--- src/rtl/iob_clint_pkg.sv ---
// iob_clint_pkg: register map constants and byte-strobe merge shared by the CLINT files
package iob_clint_pkg;

    localparam logic [15:0] MSIP_BASE     = 16'h0000;
    localparam logic [15:0] MTIMECMP_BASE = 16'h4000;
    localparam logic [15:0] MTIME_LO      = 16'hBFF8;
    localparam logic [15:0] MTIME_HI      = 16'hBFFC;
    localparam logic [63:0] MTIMECMP_RST  = 64'hFFFF_FFFF_FFFF_FFFF;

    // Replace only the bytes of a 32-bit word whose strobe is set
    function automatic logic [31:0] strb_merge(input logic [31:0] old, input logic [31:0] d, input logic [3:0] s);
        logic [31:0] r;
        for (int i = 0; i < 4; i++) r[8*i +: 8] = s[i] ? d[8*i +: 8] : old[8*i +: 8];
        return r;
    endfunction

endpackage

--- src/rtl/iob_clint_timebase.sv ---
// iob_clint_timebase: prescaler and 64-bit mtime with bus half-writes taking priority over the increment
module iob_clint_timebase import iob_clint_pkg::*; #(
    parameter int CLK_DIV = 1
) (
    input  logic        clk,
    input  logic        rst,
    input  logic        wr_lo,
    input  logic        wr_hi,
    input  logic [31:0] wdata,
    input  logic [3:0]  wstrb,
    output logic [63:0] mtime
);

    logic [15:0] pre;
    logic        tick;

    assign tick = (CLK_DIV == 1) || (pre == 16'(CLK_DIV - 1));

    // Free-running prescaler; a half-write replaces that half and suppresses the tick for one cycle
    always_ff @(posedge clk or negedge rst) begin
        if (!rst) begin
            pre   <= '0;
            mtime <= '0;
        end else begin
            pre <= tick ? '0 : pre + 16'd1;
            if (wr_lo) mtime[31:0] <= strb_merge(mtime[31:0], wdata, wstrb);
            else if (wr_hi) mtime[63:32] <= strb_merge(mtime[63:32], wdata, wstrb);
            else if (tick) mtime <= mtime + 64'd1;
        end
    end

endmodule

--- src/rtl/iob_clint.sv ---
// iob_clint: RISC-V CLINT (msip, mtimecmp, mtime) as a native iob peripheral slave
module iob_clint import iob_clint_pkg::*; #(
    parameter int ADDR_W  = 16,
    parameter int DATA_W  = 32,
    parameter int N_CORES = 1,
    parameter int CLK_DIV = 1
) (
    input  logic                clk,
    input  logic                rst,
    input  logic                valid,
    input  logic [ADDR_W-1:0]   address,
    input  logic [DATA_W-1:0]   wdata,
    input  logic [DATA_W/8-1:0] wstrb,
    output logic [DATA_W-1:0]   rdata,
    output logic                ready,
    output logic [N_CORES-1:0]  timerInterrupt,
    output logic [N_CORES-1:0]  softwareInterrupt
);

    logic [15:0]        a;
    logic               acc, wr;
    logic               msip_hit, cmp_hit, lo_hit, hi_hit;
    logic [2:0]         h_m, h_c;
    logic [63:0]        mtime;
    logic [63:0]        cmp [N_CORES];
    logic [N_CORES-1:0] msip;
    logic [31:0]        rd;

    assign a        = address[15:0];
    assign acc      = valid & ~ready;
    assign wr       = acc & |wstrb;
    assign msip_hit = a[15:5] == MSIP_BASE[15:5];
    assign cmp_hit  = a[15:6] == MTIMECMP_BASE[15:6];
    assign lo_hit   = a[15:2] == MTIME_LO[15:2];
    assign hi_hit   = a[15:2] == MTIME_HI[15:2];
    assign h_m      = a[4:2];
    assign h_c      = a[5:3];
    assign softwareInterrupt = msip;

    iob_clint_timebase #(.CLK_DIV(CLK_DIV)) u_timebase (
        .clk   (clk),
        .rst   (rst),
        .wr_lo (wr & lo_hit),
        .wr_hi (wr & hi_hit),
        .wdata (wdata[31:0]),
        .wstrb (wstrb[3:0]),
        .mtime (mtime)
    );

    // Read mux; harts beyond N_CORES and unmapped holes fall through to zero
    always_comb begin
        rd = lo_hit ? mtime[31:0] : hi_hit ? mtime[63:32] : '0;
        for (int i = 0; i < N_CORES; i++) begin
            if (msip_hit && h_m == 3'(i)) rd = {31'b0, msip[i]};
            if (cmp_hit && h_c == 3'(i)) rd = a[2] ? cmp[i][63:32] : cmp[i][31:0];
        end
    end

    // Handshake, register writes and registered timer compares
    always_ff @(posedge clk or negedge rst) begin
        if (!rst) begin
            ready          <= 1'b0;
            rdata          <= '0;
            msip           <= '0;
            timerInterrupt <= '0;
            for (int i = 0; i < N_CORES; i++) cmp[i] <= MTIMECMP_RST;
        end else begin
            ready <= acc;
            rdata <= acc ? DATA_W'(rd) : '0;
            for (int i = 0; i < N_CORES; i++) begin
                if (wr && msip_hit && h_m == 3'(i) && wstrb[0]) msip[i] <= wdata[0];
                if (wr && cmp_hit && h_c == 3'(i) && a[2]) cmp[i][63:32] <= strb_merge(cmp[i][63:32], wdata[31:0], wstrb[3:0]);
                if (wr && cmp_hit && h_c == 3'(i) && !a[2]) cmp[i][31:0] <= strb_merge(cmp[i][31:0], wdata[31:0], wstrb[3:0]);
                timerInterrupt[i] <= mtime >= cmp[i];
            end
        end
    end

endmodule
--- config.mk ---
export PLATFORM = sky130hd
export DESIGN_NAME = iob_clint
export DESIGN_NICKNAME = d
export VERILOG_FILES = /design/src/rtl/iob_clint_pkg.sv /design/src/rtl/iob_clint_timebase.sv /design/src/rtl/iob_clint.sv
export SDC_FILE = /design/constraint.sdc
export NUM_CORES = 1
export LEC_CHECK = 0
export BUFFER_PORTS_ARGS = -buffer_cell sky130_fd_sc_hd__buf_2
export CAP_MARGIN = 10
export CORE_ASPECT_RATIO = 1.1
export CORE_MARGIN = 2
export CORE_UTILIZATION = 45
export DETAILED_ROUTE_END_ITERATION = 7
export GPL_TIMING_DRIVEN = 0
export PLACE_DENSITY = 0.67
export SETUP_SLACK_MARGIN = 0.4
export SLEW_MARGIN = 40
export SYNTH_ARGS = -nofsm -noshare
export SYNTH_HDL_FRONTEND = slang
export SYNTH_SLANG_ARGS = --single-unit
--- constraint.sdc ---
create_clock -name clk -period 3.1 [get_ports clk]
set_input_delay 0.155 -clock clk [delete_from_list [all_inputs] [get_ports clk]]
set_output_delay 0.155 -clock clk [all_outputs]
set_load 0.05 [all_outputs]
Yosys cells after proc, flatten, opt, wreduce, memory -nomap -nowiden
Cells that the tools add are included.
{"block": "word_totals", "regBits": 163, "word_cells": 83}
{"block": "classes", "addsub": 1, "bitwise_logic": 6, "eq_ne": 12, "n_lt_le_gt_ge": 1, "reduce_logical": 30, "n_mux": 13}
{"operator": "$mux 32", "count": 9}
{"operator": "$add 64x1->64 const B", "count": 1}
{"operator": "$ge 64x64->1", "count": 1}
{"operator": "$mux 8", "count": 4}
{"operator": "$reduce_and 2->1", "count": 16}
{"operator": "$eq 14x14->1 const B", "count": 2}
{"operator": "$ne 2x2->1 const B", "count": 8}
{"operator": "$logic_not 11->1", "count": 1}
{"operator": "$eq 10x9->1 const B", "count": 1}
{"operator": "$logic_and 1x1->1", "count": 9}
{"operator": "$logic_not 3->1", "count": 2}
{"operator": "$and 1x1->1", "count": 4}
{"operator": "$reduce_or 4->1", "count": 1}
{"operator": "$ne 2x1->1 const B", "count": 1}
{"operator": "$not 1->1", "count": 2}
{"operator": "$logic_not 1->1", "count": 1}

Longest topological paths before layout
{"block": "depth", "ltp_word": 7, "ltp_mapped": 9, "ltp_nobuf": 8}

Hierarchy
Synthesis repeated with hierarchy kept, for this count alone.
{"block": "hier_totals", "hier_cells": 1152, "hier_area_um2": 10730.3}
{"mod": "iob_clint", "n_inst": 1, "cells_each": 573, "area_each_um2": 6129.6}
{"mod": "iob_clint_timebase", "n_inst": 1, "cells_each": 579, "area_each_um2": 4600.7}

Worst setup path after synthesis
No wires, ideal clock.
{"block": "synth_path", "path_kind": "reg-to-reg", "from": "register ready", "to": "register u_timebase.mtime[41]", "arrival_time_ns": 2.176, "setup_slack_ns": 0.798, "path_stages_with_launch": 10, "period_less_slack_ns": 2.302, "path_buffers": 3, "required_time_ns": 2.974, "path_cell_list": "dfrtp_1 -> nand2b_1 -> clkbuf_1 -> nor2_1 -> nand2_1 -> clkbuf_1 -> buf_1 -> nand2_1 -> o32ai_1 -> nor2_1"}
{"block": "synth_via", "elab_chain_cells": 6, "elab_cells_between_ends": 9, "classes_between": "eq/ne: 1; mux: 1; bitwise: 6; reduce/logical: 1"}
{"element": "start: declaration", "line": "iob_clint.sv:15", "rtl": "output logic ready,"}
{"element": "start signal: assignment", "line": "iob_clint.sv:62", "rtl": "ready <= 1'b0;"}
{"element": "start signal: assignment", "line": "iob_clint.sv:68", "rtl": "ready <= acc;"}
{"element": "$not 1->1 (*)", "line": "iob_clint.sv:30", "rtl": "assign acc = valid & ~ready;"}
{"element": "$and 1x1->1 (*)", "line": "iob_clint.sv:30"}
{"element": "$and 1x1->1 (*)", "line": "iob_clint.sv:31", "rtl": "assign wr = acc & |wstrb;"}
{"element": "$and 1x1->1 (on tied branches)", "line": "iob_clint.sv:44, iob_clint.sv:43"}
{"element": "$ne 2x2->1 (no source line) / $not 1->1 (equally long branches)"}
{"element": "$reduce_and 2->1 (no source line)"}
{"element": "end signal: assignment", "line": "iob_clint_timebase.sv:27", "rtl": "else if (wr_hi) mtime[63:32] <= strb_merge(mtime[63:32], wdata, wstrb);"}
{"element": "end signal: assignment", "line": "iob_clint_timebase.sv:28", "rtl": "else if (tick) mtime <= mtime + 64'd1;"}
{"element": "end: declaration", "line": "iob_clint_timebase.sv:11", "rtl": "output logic [63:0] mtime"}
Mark *: on every way between the ends. The rest lies on a longest branch, timed or not.
A chain may end at the register's enable or synchronous reset.

Final worst setup path
{"block": "layout_path", "from": "register u_timebase.mtime[3]", "to": "register u_timebase.mtime[57]"}
{"block": "layout_via", "elab_chain_cells": 2}
{"element": "start signal: assignment", "line": "iob_clint_timebase.sv:26", "rtl": "if (wr_lo) mtime[31:0] <= strb_merge(mtime[31:0], wdata, wstrb);"}
{"element": "start signal: assignment", "line": "iob_clint_timebase.sv:28"}
{"element": "$add 64x1->64", "line": "iob_clint_timebase.sv:28"}
{"element": "$mux 32", "line": "iob_clint_timebase.sv:27"}
No other way between the ends.

==> Implementation_results.wiki <==
{| class="wikitable"
! Metric !! Value
|-
| Net Sw Power || about 1500 µW
|-
| Cells after DPL || approximately 1500
|-
| Drt pass-1 iters || 6
|-
| Total number of placement rows || 57
|-
| Worst slew slack as a fraction of its limit || 0.440
|-
| Final design area excluding fillers || around 12000 µm²
|-
| Post-detailed-routing wire length || between 30000 and 40000 µm
|-
| Mean routed wirelength per cell || about 22 µm
|-
| FF-to-FF End || u_timebase.mtime[57]
|-
| Worst-path fanout max || 10
|-
| DIE AREA || between 20000 and 25000 µm²
|-
| Buffer type at the clock tree root || sky130_fd_sc_hd__clkbuf_16
|-
| Clock sinks || about 160
|-
| RSZ-0062 raised after global routing || false
|-
| Horiz. Die Dim || about 150 µm
|-
| Most instantiated cells after synthesis || 141 x sky130_fd_sc_hd__nand2_1, 125 x sky130_fd_sc_hd__nor2_1, 109 x sky130_fd_sc_hd__o21ai_0
|-
| Seq. cell area || between 4000 and 5000 µm²
|-
| H-Tree Depth || 4
|-
| Endpoint of the most critical setup path || u_timebase.mtime[57]
|-
| FILL cells || between 2000 and 2500
|-
| N_diodes || 0
|-
| Dominant delay contributor by cell family on the critical path || simple AND/OR/NAND/NOR gates
|-
| Hold path start || wdata[27]
|-
| Maximum number of pins on one net before global-route repair || 72
|-
| Actual transition at the worst max-transition pin || 0.839 ns
|-
| Highest clock frequency the design can meet || 372 MHz
|-
| Number of primary I/O pins || 90
|-
| Clock share of power || 0.425
|-
| Largest incremental delay on the critical path || approximately 0.55 ns
|-
| Input/output buffers || 85
|-
| Routed vias/inst || 6.14
|-
| Global-route wire length before repair || roughly 55000 µm
|-
| Max stage delay cell, worst path || sky130_fd_sc_hd__o41ai_1
|-
| Number of global-route vias before repair || between 9000 and 10000
|-
| Amount of wire on met3 after detailed routing || about 2400 µm
|-
| Chain of cells forming the critical path || nand4_1 > nor2_4 > nand4_1 > clkbuf_1 > o41ai_1 > a21oi_1 > nor2_1
|-
| HPWL after detailed placement || 25900 µm
|-
| Number of cells produced by synthesis || approximately 1200
|-
| Count of distinct cell types in the synthesized netlist || 62
|-
| Count of nets left with antenna violations after detail routing || 0
|-
| Yosys synthesis warning count || 0
|-
| Final setup viols || 0
|-
| Gpl congestion || 1.03
|-
| Total number of cells along the worst setup path || 7
|-
| Initial antenna violation count || 0
|-
| Worst hold-check path type || primary input to flop
|-
| Share of final-layout standard cells stronger than drive strength 1 || 0.184
|-
| Critical path required time || between 3 and 4 ns
|-
| CTS tree || yes
|-
| Max Slew Vio Count || 0
|-
| Sum of routed wire segments on met1 || 14300 µm
|-
| Total internal power || between 3000 and 4000 µW
|-
| Area delta synth->final || 18.9%
|-
| Leak pwr || ~0.0057 µW
|-
| Sum of buffers and inverters on the critical path || 1
|-
| Final nets || about 1400
|-
| Vias post-DR || around 9900
|-
| Cell Pwr Density || 433 nW/µm²
|-
| Met2 wirelength from detailed routing || 16500 µm
|-
| Initial Utilization || 0.459
|-
| Skew-Pair Late Insertion Delay || around 0.44 ns
|-
| Logic depth of the worst register-to-register path || 7
|-
| VDD IR max || approximately 280 µV
|-
| Worst endpoint data arrival time || between 3 and 4 ns
|-
| Synthesized net count || 1283
|-
| Top area cells in the synthesized netlist || sky130_fd_sc_hd__dfrtp_1 24%, sky130_fd_sc_hd__dfstp_2 17%, sky130_fd_sc_hd__ha_1 8.0%
|-
| Part of the total power dissipated in combinational logic || 0.121
|-
| Startpoint class of the critical path || flop
|-
| Final Hold Violating Endpoints || 0
|-
| FF-to-FF Start || u_timebase.mtime[3]
|-
| Placed inst area || 11100 µm²
|-
| Share of Yosys cell area claimed by the top area cell type || 0.243
|-
| Number of buffers created by CTS || 17
|-
| Gr usage total || 0.300
|-
| Share of flip-flops with an asynchronous set or reset after synthesis || 1.00
|-
| Result of the run || finished, final reports clean
|-
| Primary FF master, synth || sky130_fd_sc_hd__dfrtp_1
|-
| Sequential area share after synthesis || 0.408
|-
| Tcrit/Tclk final || 0.866
|-
| GR Overflow Total || 0
|-
| Start point of the critical path || u_timebase.mtime[3]
|-
| Final critical delay including setup and external delays || approximately 2.7 ns
|-
| Flops & latches, synth || 163
|-
| Max capacitance violation total || 0
|-
| Placeable Area || between 20000 and 25000 µm²
|-
| Clock transition at the registers of the reported paths || 0.07 ns
|-
| Cell type with the highest aggregate area in the netlist || sky130_fd_sc_hd__dfrtp_1
|-
| Startpoint-to-endpoint class of the critical path || flop to flop
|-
| Die height || roughly 160 µm
|-
| Mean area per synthesized cell || between 8 and 9 µm²
|-
| Residual DRC || 0
|-
| Kind of end point of the critical path || flop
|-
| Leading cell type by number of instances after synthesis || sky130_fd_sc_hd__nand2_1
|-
| Register-to-register setup slack || 0.41 ns
|-
| Uppermost layer routed || met4
|-
| Number of violations reported at the end of detailed-routing iteration 0 || just over 1000
|-
| Number of enable-type register cells in the synthesized netlist || 0
|-
| Setup clock skew after layout || between 0.009 and 0.01 ns
|-
| Filler-free cell count of the finished design || 1612
|-
| Multi-input gate area || roughly 5700 µm²
|-
| Net switching fraction of the power || 0.280
|-
| Netlist area before placement || between 10000 and 15000 µm²
|-
| Sequential group share of total power || 0.453
|-
| Cell mode on critical path || sky130_fd_sc_hd__nand4_1
|-
| Buffers from clock root to sink, at most || 2
|}
==> cell usage in the layout, fill, tap and decap left out, drive strengths merged, types with 3 or more instances in the layout <==
| master | netlist | routed |
|---|---|---|
| a211o | 11 | 11 |
| a211oi | 16 | 16 |
| a21o | 4 | 4 |
| a21oi | 72 | 72 |
| a221oi | 3 | 3 |
| a311oi | 16 | 16 |
| a31oi | 5 | 5 |
| and2 | 4 | 4 |
| and3 | 14 | 14 |
| and4 | 8 | 8 |
| buf | 16 | 107 |
| clkbuf | 30 | 55 |
| clkinvlp | 0 | 3 |
| dfrtp | 99 | 99 |
| dfstp | 64 | 64 |
| dlygate4sd3 | 0 | 31 |
| ha | 65 | 65 |
| inv | 74 | 74 |
| mux2i | 66 | 66 |
| nand2 | 141 | 141 |
| nand2b | 10 | 10 |
| nand3 | 30 | 30 |
| nand4 | 33 | 33 |
| nor2 | 126 | 126 |
| nor2b | 8 | 8 |
| nor3 | 27 | 27 |
| nor4 | 17 | 17 |
| o21a | 5 | 5 |
| o21ai | 110 | 110 |
| o22a | 31 | 31 |
| o22ai | 10 | 10 |
| o31ai | 8 | 8 |
| o32ai | 6 | 6 |
| or3 | 5 | 5 |
| or4 | 3 | 3 |
==> sequential cells by signal, summed over array words and instances, names as in the netlist <==
signal and flops:
softwareInterrupt 1, cmp 64, timerInterrupt 1, u_timebase.mtime 64, rdata 32, ready 1
==> power by group through the flow <==
stage,combinational [µW],sequential [µW],clock (µW)
finish,636,2380,2230
detailed placement,587,2410,0
global route,708,2390,2340
floorplan,350,2360,0
CTS,623,2370,2240
global placement,570,2400,0
==> final cells by class <==
type / instances / area share
inverters: 74 / 0.0229
plain buffers: 46 / 0.0165
well taps: 295 / 0.0305
flip-flops and latches: 163 / 0.343
repair buffers: 122 / 0.0686
clock inverters: 7 / 0.00795
clock buffers: 25 / 0.0427
multi-input cells: 880 / 0.467
==> worst min path at each step <==
stage / cells past startpoint / slack (ns) / end
3_3_place_gp: 3 / 0.42 / cmp[61]
3_5_place_dp: 1 / 0.07 / rdata[31]
5_1_grt: 3 / 0.02 / cmp[27]
4_1_cts: 3 / 0.002 / cmp[27]
2_1_floorplan: 0 / -0.14 / rdata[0]
6_report: 3 / 0.02 / cmp[59]
==> metrics by stage <==
stage / power (µW) / setup WS [ns] / TNS, ns / hold WS, ns / utilization
global placement: 2970 / -0.748 / -72.42 / 0.418 / 0.495
detailed placement: 2990 / 0.0964 / 0 / 0.0653 / 0.499
floorplan: 2710 / 0.798 / 0 / -0.141 / -
CTS: 5230 / 0.353 / 0 / 0.00196 / 0.541
finish: 5250 / 0.414 / 0 / 0.0184 / 0.546
global route: 5430 / 0.401 / 0 / 0.0161 / 0.546
==> per-layer routing <==
metal  track usage  up-vias
met5             0        -
met4         0.160        0
met3        0.0413      110
met2         0.494      467
met1         0.384     4790
li1              -     4529
==> what timing repair did <==
item	in CTS	in global routing
setup endpoints to repair	32	37
pin swaps	1	1
buffers inserted	0	3
hold buffers	31	0
resized for setup	8	16
hold endpoints to repair	116	0
==> tightest hold or removal path, delay by kind of cell <==
family / cells / cell delay, ns
buffers and inverters: 1 / 0.16
and+or+nand+nor: 1 / 0.07
AOI/OAI and AO/OA: 1 / 0.07
==> cells by family after synthesis <==
logic type | count (synthesis) | synth area share
adders and majority gates | 65 | 0.0798
buffers and inverters | 120 | 0.0457
and+or+nand+nor | 437 | 0.207
DFF | 163 | 0.408
muxes | 68 | 0.0671
AOI/OAI and AO/OA | 310 | 0.193
Power figures use the tool's default switching activity.
